--- config.mk ---
export PLATFORM = sky130hd
export DESIGN_NAME = if_fetch_ctrl_flat
export DESIGN_NICKNAME = d
export VERILOG_FILES = /design/src/rtl/if_fetch_ctrl_if.sv /design/src/rtl/if_fetch_ctrl.sv /design/src/flat_wrapper.sv
export SDC_FILE = /design/constraint.sdc
export NUM_CORES = 1
export LEC_CHECK = 0
export ABC_CLOCK_PERIOD_IN_PS = 10500
export CAP_MARGIN = 0
export CELL_PAD_IN_SITES_DETAIL_PLACEMENT = 2
export CELL_PAD_IN_SITES_GLOBAL_PLACEMENT = 2
export CORE_AREA = 2 2 322 196
export CTS_CLUSTER_SIZE = 30
export DETAILED_ROUTE_END_ITERATION = 7
export DIE_AREA = 0 0 324 198
export GPL_TIMING_DRIVEN = 1
export PLACE_DENSITY = 0.72
export SYNTH_ARGS = -nofsm -noshare
export SYNTH_HDL_FRONTEND = slang
export SYNTH_SLANG_ARGS = --single-unit
--- constraint.sdc ---
create_clock -name clk -period 10.5 [get_ports clk]
set_clock_uncertainty 0.2 [all_clocks]
set_input_delay 2.625 -clock clk [delete_from_list [all_inputs] [get_ports clk]]
set_output_delay 2.625 -clock clk [all_outputs]
set_load 0.02 [all_outputs]
--- src/rtl/if_fetch_ctrl_if.sv ---
// Fetch-side bundle between IF0/IF1, the icache and the fetch sequencer.
// The slave modport is the sequencer's view; master is the surrounding pipeline/cache.
interface if_fetch_ctrl_if #(
  parameter int MAX_OUTSTANDING = 4,
  parameter int FB_DEPTH        = 8
);
  localparam int IW = $clog2(MAX_OUTSTANDING) + 1;
  localparam int FW = $clog2(FB_DEPTH) + 1;

  logic          flush;
  logic          pc_valid;
  logic [31:0]   pc;
  logic          pc_ready;
  logic          ic_valid;
  logic [31:0]   ic_addr;
  logic          ic_addr_ok;
  logic          ic_data_ok;
  logic [31:0]   ic_rdata;
  logic          out_valid;
  logic [31:0]   out_pc;
  logic [31:0]   out_inst;
  logic          out_ready;
  logic [IW-1:0] inflight;
  logic [FW-1:0] fb_count;
  logic          proto_err;

  modport slave (
    input  flush, pc_valid, pc, ic_addr_ok, ic_data_ok, ic_rdata, out_ready,
    output pc_ready, ic_valid, ic_addr, out_valid, out_pc, out_inst,
           inflight, fb_count, proto_err
  );

  modport master (
    output flush, pc_valid, pc, ic_addr_ok, ic_data_ok, ic_rdata, out_ready,
    input  pc_ready, ic_valid, ic_addr, out_valid, out_pc, out_inst,
           inflight, fb_count, proto_err
  );
endinterface

--- src/rtl/if_fetch_ctrl.sv ---
// Fetch sequencer: issues PCs to the icache, tracks in-flight requests in order,
// drops flush-stale responses and buffers returned instructions for decode.
module if_fetch_ctrl #(
  parameter int MAX_OUTSTANDING = 4,
  parameter int FB_DEPTH        = 8
) (
  input  logic         clk,
  input  logic         rst,
  if_fetch_ctrl_if.slave bus
);
  localparam int IW = $clog2(MAX_OUTSTANDING) + 1;
  localparam int FW = $clog2(FB_DEPTH) + 1;
  localparam int QA = $clog2(MAX_OUTSTANDING);
  localparam int FA = $clog2(FB_DEPTH);

  logic [31:0]   r_pcq [MAX_OUTSTANDING];
  logic [QA-1:0] r_pq_wr, r_pq_rd;
  logic [31:0]   r_fb_pc   [FB_DEPTH];
  logic [31:0]   r_fb_inst [FB_DEPTH];
  logic [FA-1:0] r_fb_wr, r_fb_rd;
  logic [IW-1:0] r_inflight;
  logic [IW-1:0] r_discard;
  logic [FW-1:0] r_fb_count;
  logic          r_proto_err;

  logic [FW:0]   w_occ;
  logic          w_ic_valid, w_issue, w_resp, w_spur, w_push, w_pop;

  // Credit: in-flight requests reserve a buffer slot, so a response always fits.
  assign w_occ      = (FW+1)'(r_inflight) + (FW+1)'(r_fb_count);
  assign w_ic_valid = !rst && bus.pc_valid && !bus.flush &&
                      (r_inflight < IW'(MAX_OUTSTANDING)) &&
                      (w_occ < (FW+1)'(FB_DEPTH));
  assign w_issue    = w_ic_valid && bus.ic_addr_ok;
  assign w_resp     = bus.ic_data_ok && (r_inflight != '0);
  assign w_spur     = bus.ic_data_ok && (r_inflight == '0);
  assign w_push     = w_resp && (r_discard == '0) && !bus.flush;
  assign w_pop      = (r_fb_count != '0) && bus.out_ready && !bus.flush;

  assign bus.ic_valid  = w_ic_valid;
  assign bus.pc_ready  = w_issue;
  assign bus.ic_addr   = bus.pc;
  assign bus.out_valid = !rst && (r_fb_count != '0);
  assign bus.out_pc    = r_fb_pc[r_fb_rd];
  assign bus.out_inst  = r_fb_inst[r_fb_rd];
  assign bus.inflight  = r_inflight;
  assign bus.fb_count  = r_fb_count;
  assign bus.proto_err = r_proto_err;

  always_ff @(posedge clk) begin
    if (rst) begin
      r_pq_wr     <= '0;
      r_pq_rd     <= '0;
      r_fb_wr     <= '0;
      r_fb_rd     <= '0;
      r_inflight  <= '0;
      r_discard   <= '0;
      r_fb_count  <= '0;
      r_proto_err <= 1'b0;
    end else begin
      r_proto_err <= r_proto_err | w_spur;
      if (w_issue) begin
        r_pcq[r_pq_wr] <= bus.pc;
        r_pq_wr        <= r_pq_wr + 1'b1;
      end
      if (w_resp)
        r_pq_rd <= r_pq_rd + 1'b1;
      case ({w_issue, w_resp})
        2'b10:   r_inflight <= r_inflight + 1'b1;
        2'b01:   r_inflight <= r_inflight - 1'b1;
        default: r_inflight <= r_inflight;
      endcase

      if (bus.flush) begin
        // Every request still outstanding after this edge is stale, including
        // ones already marked by an earlier flush, so discard tracks inflight.
        r_discard  <= r_inflight - IW'(w_resp);
        r_fb_count <= '0;
        r_fb_rd    <= r_fb_wr;
      end else begin
        if (w_resp && (r_discard != '0))
          r_discard <= r_discard - 1'b1;
        if (w_push) begin
          r_fb_pc[r_fb_wr]   <= r_pcq[r_pq_rd];
          r_fb_inst[r_fb_wr] <= bus.ic_rdata;
          r_fb_wr            <= r_fb_wr + 1'b1;
        end
        if (w_pop)
          r_fb_rd <= r_fb_rd + 1'b1;
        case ({w_push, w_pop})
          2'b10:   r_fb_count <= r_fb_count + 1'b1;
          2'b01:   r_fb_count <= r_fb_count - 1'b1;
          default: r_fb_count <= r_fb_count;
        endcase
      end
    end
  end
endmodule

--- src/flat_wrapper.sv ---
// flat-port wrapper written by rule: the top's interface ports become plain ports
module if_fetch_ctrl_flat 
#(
  parameter int MAX_OUTSTANDING = 4,
  parameter int FB_DEPTH        = 8
)
  (clk, rst, bus_flush, bus_pc_valid, bus_pc, bus_ic_addr_ok, bus_ic_data_ok, bus_ic_rdata, bus_out_ready, bus_pc_ready, bus_ic_valid, bus_ic_addr, bus_out_valid, bus_out_pc, bus_out_inst, bus_inflight, bus_fb_count, bus_proto_err);
  if_fetch_ctrl_if #(.MAX_OUTSTANDING(MAX_OUTSTANDING), .FB_DEPTH(FB_DEPTH)) bus_i ();
  input  logic clk;
  input  logic rst;
  input wire logic [$bits(bus_i.flush)-1:0] bus_flush;
  input wire logic [$bits(bus_i.pc_valid)-1:0] bus_pc_valid;
  input wire logic [$bits(bus_i.pc)-1:0] bus_pc;
  input wire logic [$bits(bus_i.ic_addr_ok)-1:0] bus_ic_addr_ok;
  input wire logic [$bits(bus_i.ic_data_ok)-1:0] bus_ic_data_ok;
  input wire logic [$bits(bus_i.ic_rdata)-1:0] bus_ic_rdata;
  input wire logic [$bits(bus_i.out_ready)-1:0] bus_out_ready;
  output wire logic [$bits(bus_i.pc_ready)-1:0] bus_pc_ready;
  output wire logic [$bits(bus_i.ic_valid)-1:0] bus_ic_valid;
  output wire logic [$bits(bus_i.ic_addr)-1:0] bus_ic_addr;
  output wire logic [$bits(bus_i.out_valid)-1:0] bus_out_valid;
  output wire logic [$bits(bus_i.out_pc)-1:0] bus_out_pc;
  output wire logic [$bits(bus_i.out_inst)-1:0] bus_out_inst;
  output wire logic [$bits(bus_i.inflight)-1:0] bus_inflight;
  output wire logic [$bits(bus_i.fb_count)-1:0] bus_fb_count;
  output wire logic [$bits(bus_i.proto_err)-1:0] bus_proto_err;
  assign bus_i.flush = bus_flush;
  assign bus_i.pc_valid = bus_pc_valid;
  assign bus_i.pc = bus_pc;
  assign bus_i.ic_addr_ok = bus_ic_addr_ok;
  assign bus_i.ic_data_ok = bus_ic_data_ok;
  assign bus_i.ic_rdata = bus_ic_rdata;
  assign bus_i.out_ready = bus_out_ready;
  assign bus_pc_ready = bus_i.pc_ready;
  assign bus_ic_valid = bus_i.ic_valid;
  assign bus_ic_addr = bus_i.ic_addr;
  assign bus_out_valid = bus_i.out_valid;
  assign bus_out_pc = bus_i.out_pc;
  assign bus_out_inst = bus_i.out_inst;
  assign bus_inflight = bus_i.inflight;
  assign bus_fb_count = bus_i.fb_count;
  assign bus_proto_err = bus_i.proto_err;
  if_fetch_ctrl #(.MAX_OUTSTANDING(MAX_OUTSTANDING), .FB_DEPTH(FB_DEPTH)) u_core (.clk(clk), .rst(rst), .bus(bus_i));
endmodule
Word level (Yosys, flattened, before mapping) --
Memories as Yosys holds them, arrays and structs flattened. A register that Yosys moved wholly into a read port is not among the register bits. Index checks and enable logic that the tools add are counted.
Word-level totals: word-level logic and storage cells 75, bits of input ports 71, bits in registers 21, memories kept 3, RAM bits 640, output and inout bits 107
Operators by class: $lt $le $gt $ge 2, multiplexer cells 19, $add $sub $neg 11, reduce and logical (&&, ||, !) cells 26, bitwise operators 2, equality and inequality tests 4
Memory list:
- u_core.r_fb_inst | words 8, width 32, rd ports 1, clocked after Yosys merged registers in 1, write ports 1, RTL line if_fetch_ctrl.sv:19 | logic [31:0] r_fb_inst [FB_DEPTH];
- u_core.r_fb_pc | words 8, width 32, rd ports 1, clocked after Yosys merged registers in 1, write ports 1, RTL line if_fetch_ctrl.sv:18 | logic [31:0] r_fb_pc [FB_DEPTH];
- u_core.r_pcq | words 4, width 32, rd ports 1, clocked after Yosys merged registers in 1, write ports 1, RTL line if_fetch_ctrl.sv:16 | logic [31:0] r_pcq [MAX_OUTSTANDING];
Operators with widths (count):
- 2-to-1 mux 3 bit | 8
- logical AND 1 bit | 13
- adder 3 x 1 -> 3 bit, second input constant | 3
- one-hot mux 4 bit (2 select lines) | 1
- nonzero test 2 bit | 4
- 2-to-1 mux 1 bit | 7
- logical NOT 3 bit | 2
- one-hot mux 3 bit (2 select lines) | 1
- nonzero test 3 bit | 2
- subtractor 3 x 1 -> 3 bit, second input constant | 2
- adder 3 x 4 -> 5 bit | 1
- < comparator 5 x 4 -> 1 bit, second input constant | 1
- adder 2 x 1 -> 2 bit, second input constant | 2
- adder 4 x 1 -> 4 bit, second input constant | 1
- == test 2 x 1 -> 1 bit, second input constant | 2
- == test 2 bit, second input constant | 2
- 2-to-1 mux 2 bit | 2
- nonzero test 4 bit | 1
- subtractor 4 x 1 -> 4 bit, second input constant | 1
- < comparator 3 bit, second input constant | 1
- subtractor 3 x 1 -> 3 bit | 1
- logical NOT 1 bit | 2
- AND reduction 2 bit | 1
- OR reduction 2 bit | 1
- 2 further kinds | 2

Depth between registers and ports, before layout --
word-level depth 9, mapped depth 12, mapped depth without buffers 12

Worst setup path after synthesis --
OpenSTA, ideal clock, no wires.
path kind in2reg, from input bus_ic_data_ok, to memory u_core.r_fb_inst[4][0], enable pin, required time 9.657 ns, stages 4, data arrival time 9.314 ns, setup slack 0.343 ns, cell sequence o31ai_1 -> nor3_2 -> inv_1 -> nor4_1
On the way: cells in the longest elaborated chain, start to end 7
Ends and longest elaborated chain:
- start, declared | RTL line flat_wrapper.sv:15 | input wire logic [$bits(bus_i.ic_data_ok)-1:0] bus_ic_data_ok;
- logical AND 1 bit | RTL line if_fetch_ctrl.sv:35 | assign w_resp = bus.ic_data_ok && (r_inflight != '0);
- logical AND 1 bit (2 in series) | RTL line if_fetch_ctrl.sv:37 | assign w_push = w_resp && (r_discard == '0) && !bus.flush;
- 2-to-1 mux 1 bit | RTL line if_fetch_ctrl.sv:83 | if (w_push) begin
- 2-to-1 mux 1 bit | RTL line if_fetch_ctrl.sv:74 | if (bus.flush) begin
- 2-to-1 mux 1 bit | RTL line if_fetch_ctrl.sv:51 | if (rst) begin
- 2-to-1 mux 1 bit (not written as such) | RTL line if_fetch_ctrl.sv:85 | r_fb_inst[r_fb_wr] <= bus.ic_rdata;
- end, declared | RTL line if_fetch_ctrl.sv:19
No other way between the ends.

Final worst setup path --
from input rst, to output bus_pc_ready
On the way: cells in the longest elaborated chain, start to end 6
Ends and longest elaborated chain:
- start, declared | RTL line flat_wrapper.sv:10 | input logic rst;
- logical NOT 1 bit | RTL line if_fetch_ctrl.sv:31 | assign w_ic_valid = !rst && bus.pc_valid && !bus.flush &&
- logical AND 1 bit (3 in series) | RTL line if_fetch_ctrl.sv:31
- logical AND 1 bit | RTL line if_fetch_ctrl.sv:32 | (r_inflight < IW'(MAX_OUTSTANDING)) &&
- logical AND 1 bit | RTL line if_fetch_ctrl.sv:34 | assign w_issue = w_ic_valid && bus.ic_addr_ok;
- end, declared | RTL line flat_wrapper.sv:18 | output wire logic [$bits(bus_i.pc_ready)-1:0] bus_pc_ready;
No other way between the ends.

==> flow_summary.toml <==
[yosys]
synth_area_leader_cell = "edfxtp_1"
ys_types = 41
synth_nets = 1193
netlist_area_um2 = 25500
synth_cells = 1104
ys_ff_latch = 666
netlist_top_cells_count = "640 x edfxtp_1, 160 x mux4_2, 65 x mux2_2"
yosysWarnings = 0
yosys.area.top_type_share_pct = 75.3
synth_ff_type = "edfxtp_1"
synth_edf_count = 640
synth.most_common_cell = "edfxtp_1"
synthArstFlopShare_pct = 0
netlist_top_cells_area = "edfxtp_1 75%, mux4_2 14%, mux2_2 2.9%"
synth-seq-area-share_pct = 77.4
syn_avg_cell_area_um2 = 23.1

[worst_setup_path]
crit_fanout = 24
crit_required_ps = 7680
critical_path_class = "in2out"
crit_arrival_ps = 5140
crit-reg2reg-launch = "u_core.bus.inflight[2]"
cp-end-kind = "output port"
cp-start-kind = "input pin"
worst-r2r-cell-count = 5
reg2reg_slack_ps = 7000
r2r_end = "u_core.r_fb_inst[7][0]"

[cts]
clk_pin_slew_worst_paths_ps = 60
cts_resized = 0
cts-root-buf = "clkbuf_16"
ctsHoldBuffers = 0
max-clock-path-buffers = 3
post_cts_buffers = 0
clock_latency_ps = 650
htreeDepth = 2
cts_tree = "done"
numCtsBuffers = 61
clkSinkCount = 666

[detailed_routing]
ant_nets = 0
drc = 0
firstDrtPassIters = 4
detail_route.vias_per_cell = 5.35
drtIter0Drc = 797
routed_wl_um = 62400
wl_per_cell_um = 28.7
via_count = 11600

[pwr]
ir_drop_uv = 134
p_per_area_nw_per_um2 = 183
power.leakage_nw = 9.19

[grt]
gr-max-usage-layer = "met2"
grt_antenna_before_repair = 0
grt_use_met1_pct = 26.3
grt_max_degree = 65
grt_remaining_overflow = 0
use_met2_pct = 34.3
grt_usage_pct = 19.9
use_met3_pct = 3.51
first_global_vias = 13300
grt_pass1_wl_um = 91700

[die]
num_rows = 71
fp.dieW_um = 324
fp.dieH_um = 198
io_pins = 178
initial_core_util_pct = 41.3
dieArea_um2 = 64200
core-area_um2 = 61700

[min_path]
min_to = "u_core.bus.proto_err"
holdPathStages = 2
hp-class = "reg2reg"
min_from = "u_core.bus.proto_err"

[status]
status = "completed"

[timing]
hold_viol_final = 0
fin_crit_ps = 7960
rsz0062_at_grt = "no"
relSlewSlack_pct = 27.5
finalSetupViolations = 0
worstMarginPinSlew_ps = 1090
whs_ps = 339
fin_tns_setup_ps = 0
finalWorstSetupSlack_ps = 2540
slew_viol_final = 0
period_share_pct = 75.8
timing.fmax_mhz = 126

[job]
maxCapViolCount = 0

[placed_design]
port_buffers = 177
preCtsSetupSlack_ps = 2470
gp_congestion = 0.695
post-dp-hpwl_um = 35100

[final_layout]
insertedDiodeCount = 0
drive_gt1_share_pct = 26.5
finalNetCount = 1376
syn_to_final_growth_pct = 17.9
## where the power goes
group,switching (mW),total [mW],internal (mW),leakage [nW]
clock,1.01,2.32,1.31,0.986
combinational,0.137,0.250,0.112,2.23
sequential,0.0120,2.94,2.93,5.97
## area by class of cell
type                            instances  area (um2)
Fill cell                            5413       31700
Sequential cell                       666       19800
Multi-Input combinational cell        343        5250
Timing Repair Buffer                  199        1940
Clock buffer                           71        1560
Tap cell                              839        1050
Clock inverter                         40         463
Inverter                               16        60.1
## flip-flops by register name (all words and copies together) (netlist names), 3 cells and up, named ones only
name	cells
u_core.bus.inflight	3
u_core.r_fb_wr	3
u_core.r_fb_inst	256
u_core.r_fb_pc	256
u_core.r_discard	3
u_core.bus.fb_count	4
u_core.r_fb_rd	3
u_core.r_pcq	128
## worst max path at each step
| stage | start | depth (start not counted) | slack, ps | endpoint |
|---|---|---|---|---|
| floorplan | bus_ic_data_ok | 4 | 340 | u_core.r_fb_inst[4][0] |
| global placement | rst | 5 | 2550 | bus_pc_ready |
| detailed placement | rst | 5 | 2470 | bus_pc_ready |
| CTS | rst | 5 | 2480 | bus_pc_ready |
| global route | rst | 5 | 2340 | bus_pc_ready |
| finish | rst | 5 | 2540 | bus_pc_ready |
## cell usage in the layout (no fill, tap or decap), types with 4 or more instances in the layout
cell	instances
nand2_1	6
nor3_2	5
edfxtp_1	640
clkdlybuf4s50_1	177
bufinv_16	10
clkbuf_1	10
mux2_2	65
clkinv_1	15
mux2i_1	4
a21oi_1	11
ha_1	16
dfxtp_1	21
mux4_2	160
inv_1	16
xor2_1	6
and2_2	4
buf_4	22
clkbuf_16	61
xnor2_1	7
nor2_1	23
clkinv_2	10
## metal layers
metal	vias up	routed length, um	part of all wire [%]
li1	4932	-	-
met1	6363	27100	43
met2	244	31700	51
met3	83	2440	3.9
met4	0	1180	1.9
met5	-	0	0
## worst max-delay path: stages
cell and delay [ps]:
clkdlybuf4s50_1 830, nor2_1 470, o2111ai_1 330, inv_1 230, clkdlybuf4s50_1 650
## through the flow
stage               std cells  utilization, %  total power, mW  instance area (um2)
global route             2174            48.7             5.68                30100
global placement         2063            45.4             3.24                28000
CTS                      2174            48.7             5.58                30100
finish                   2174            48.7             5.51                30100
detailed placement       2063            45.4             3.25                28000
floorplan                1104               -             3.14                25500
## logic make-up (layout without fill, tap and decap cells)
kind of cell               Yosys count  in the layout  synth area share, %
AOI/OAI and AO/OA                   24             24                0.662
adders and majority gates           18             18                0.942
buffers and inverters               95            326                 2.28
muxes                              229            229                 17.2
and+or+nand+nor                     59             59                 1.15
xor gates and xnor gates            13             13                0.446
DFF                                666            666                 77.4
Note: power is estimated with default switching activity, not from simulation.
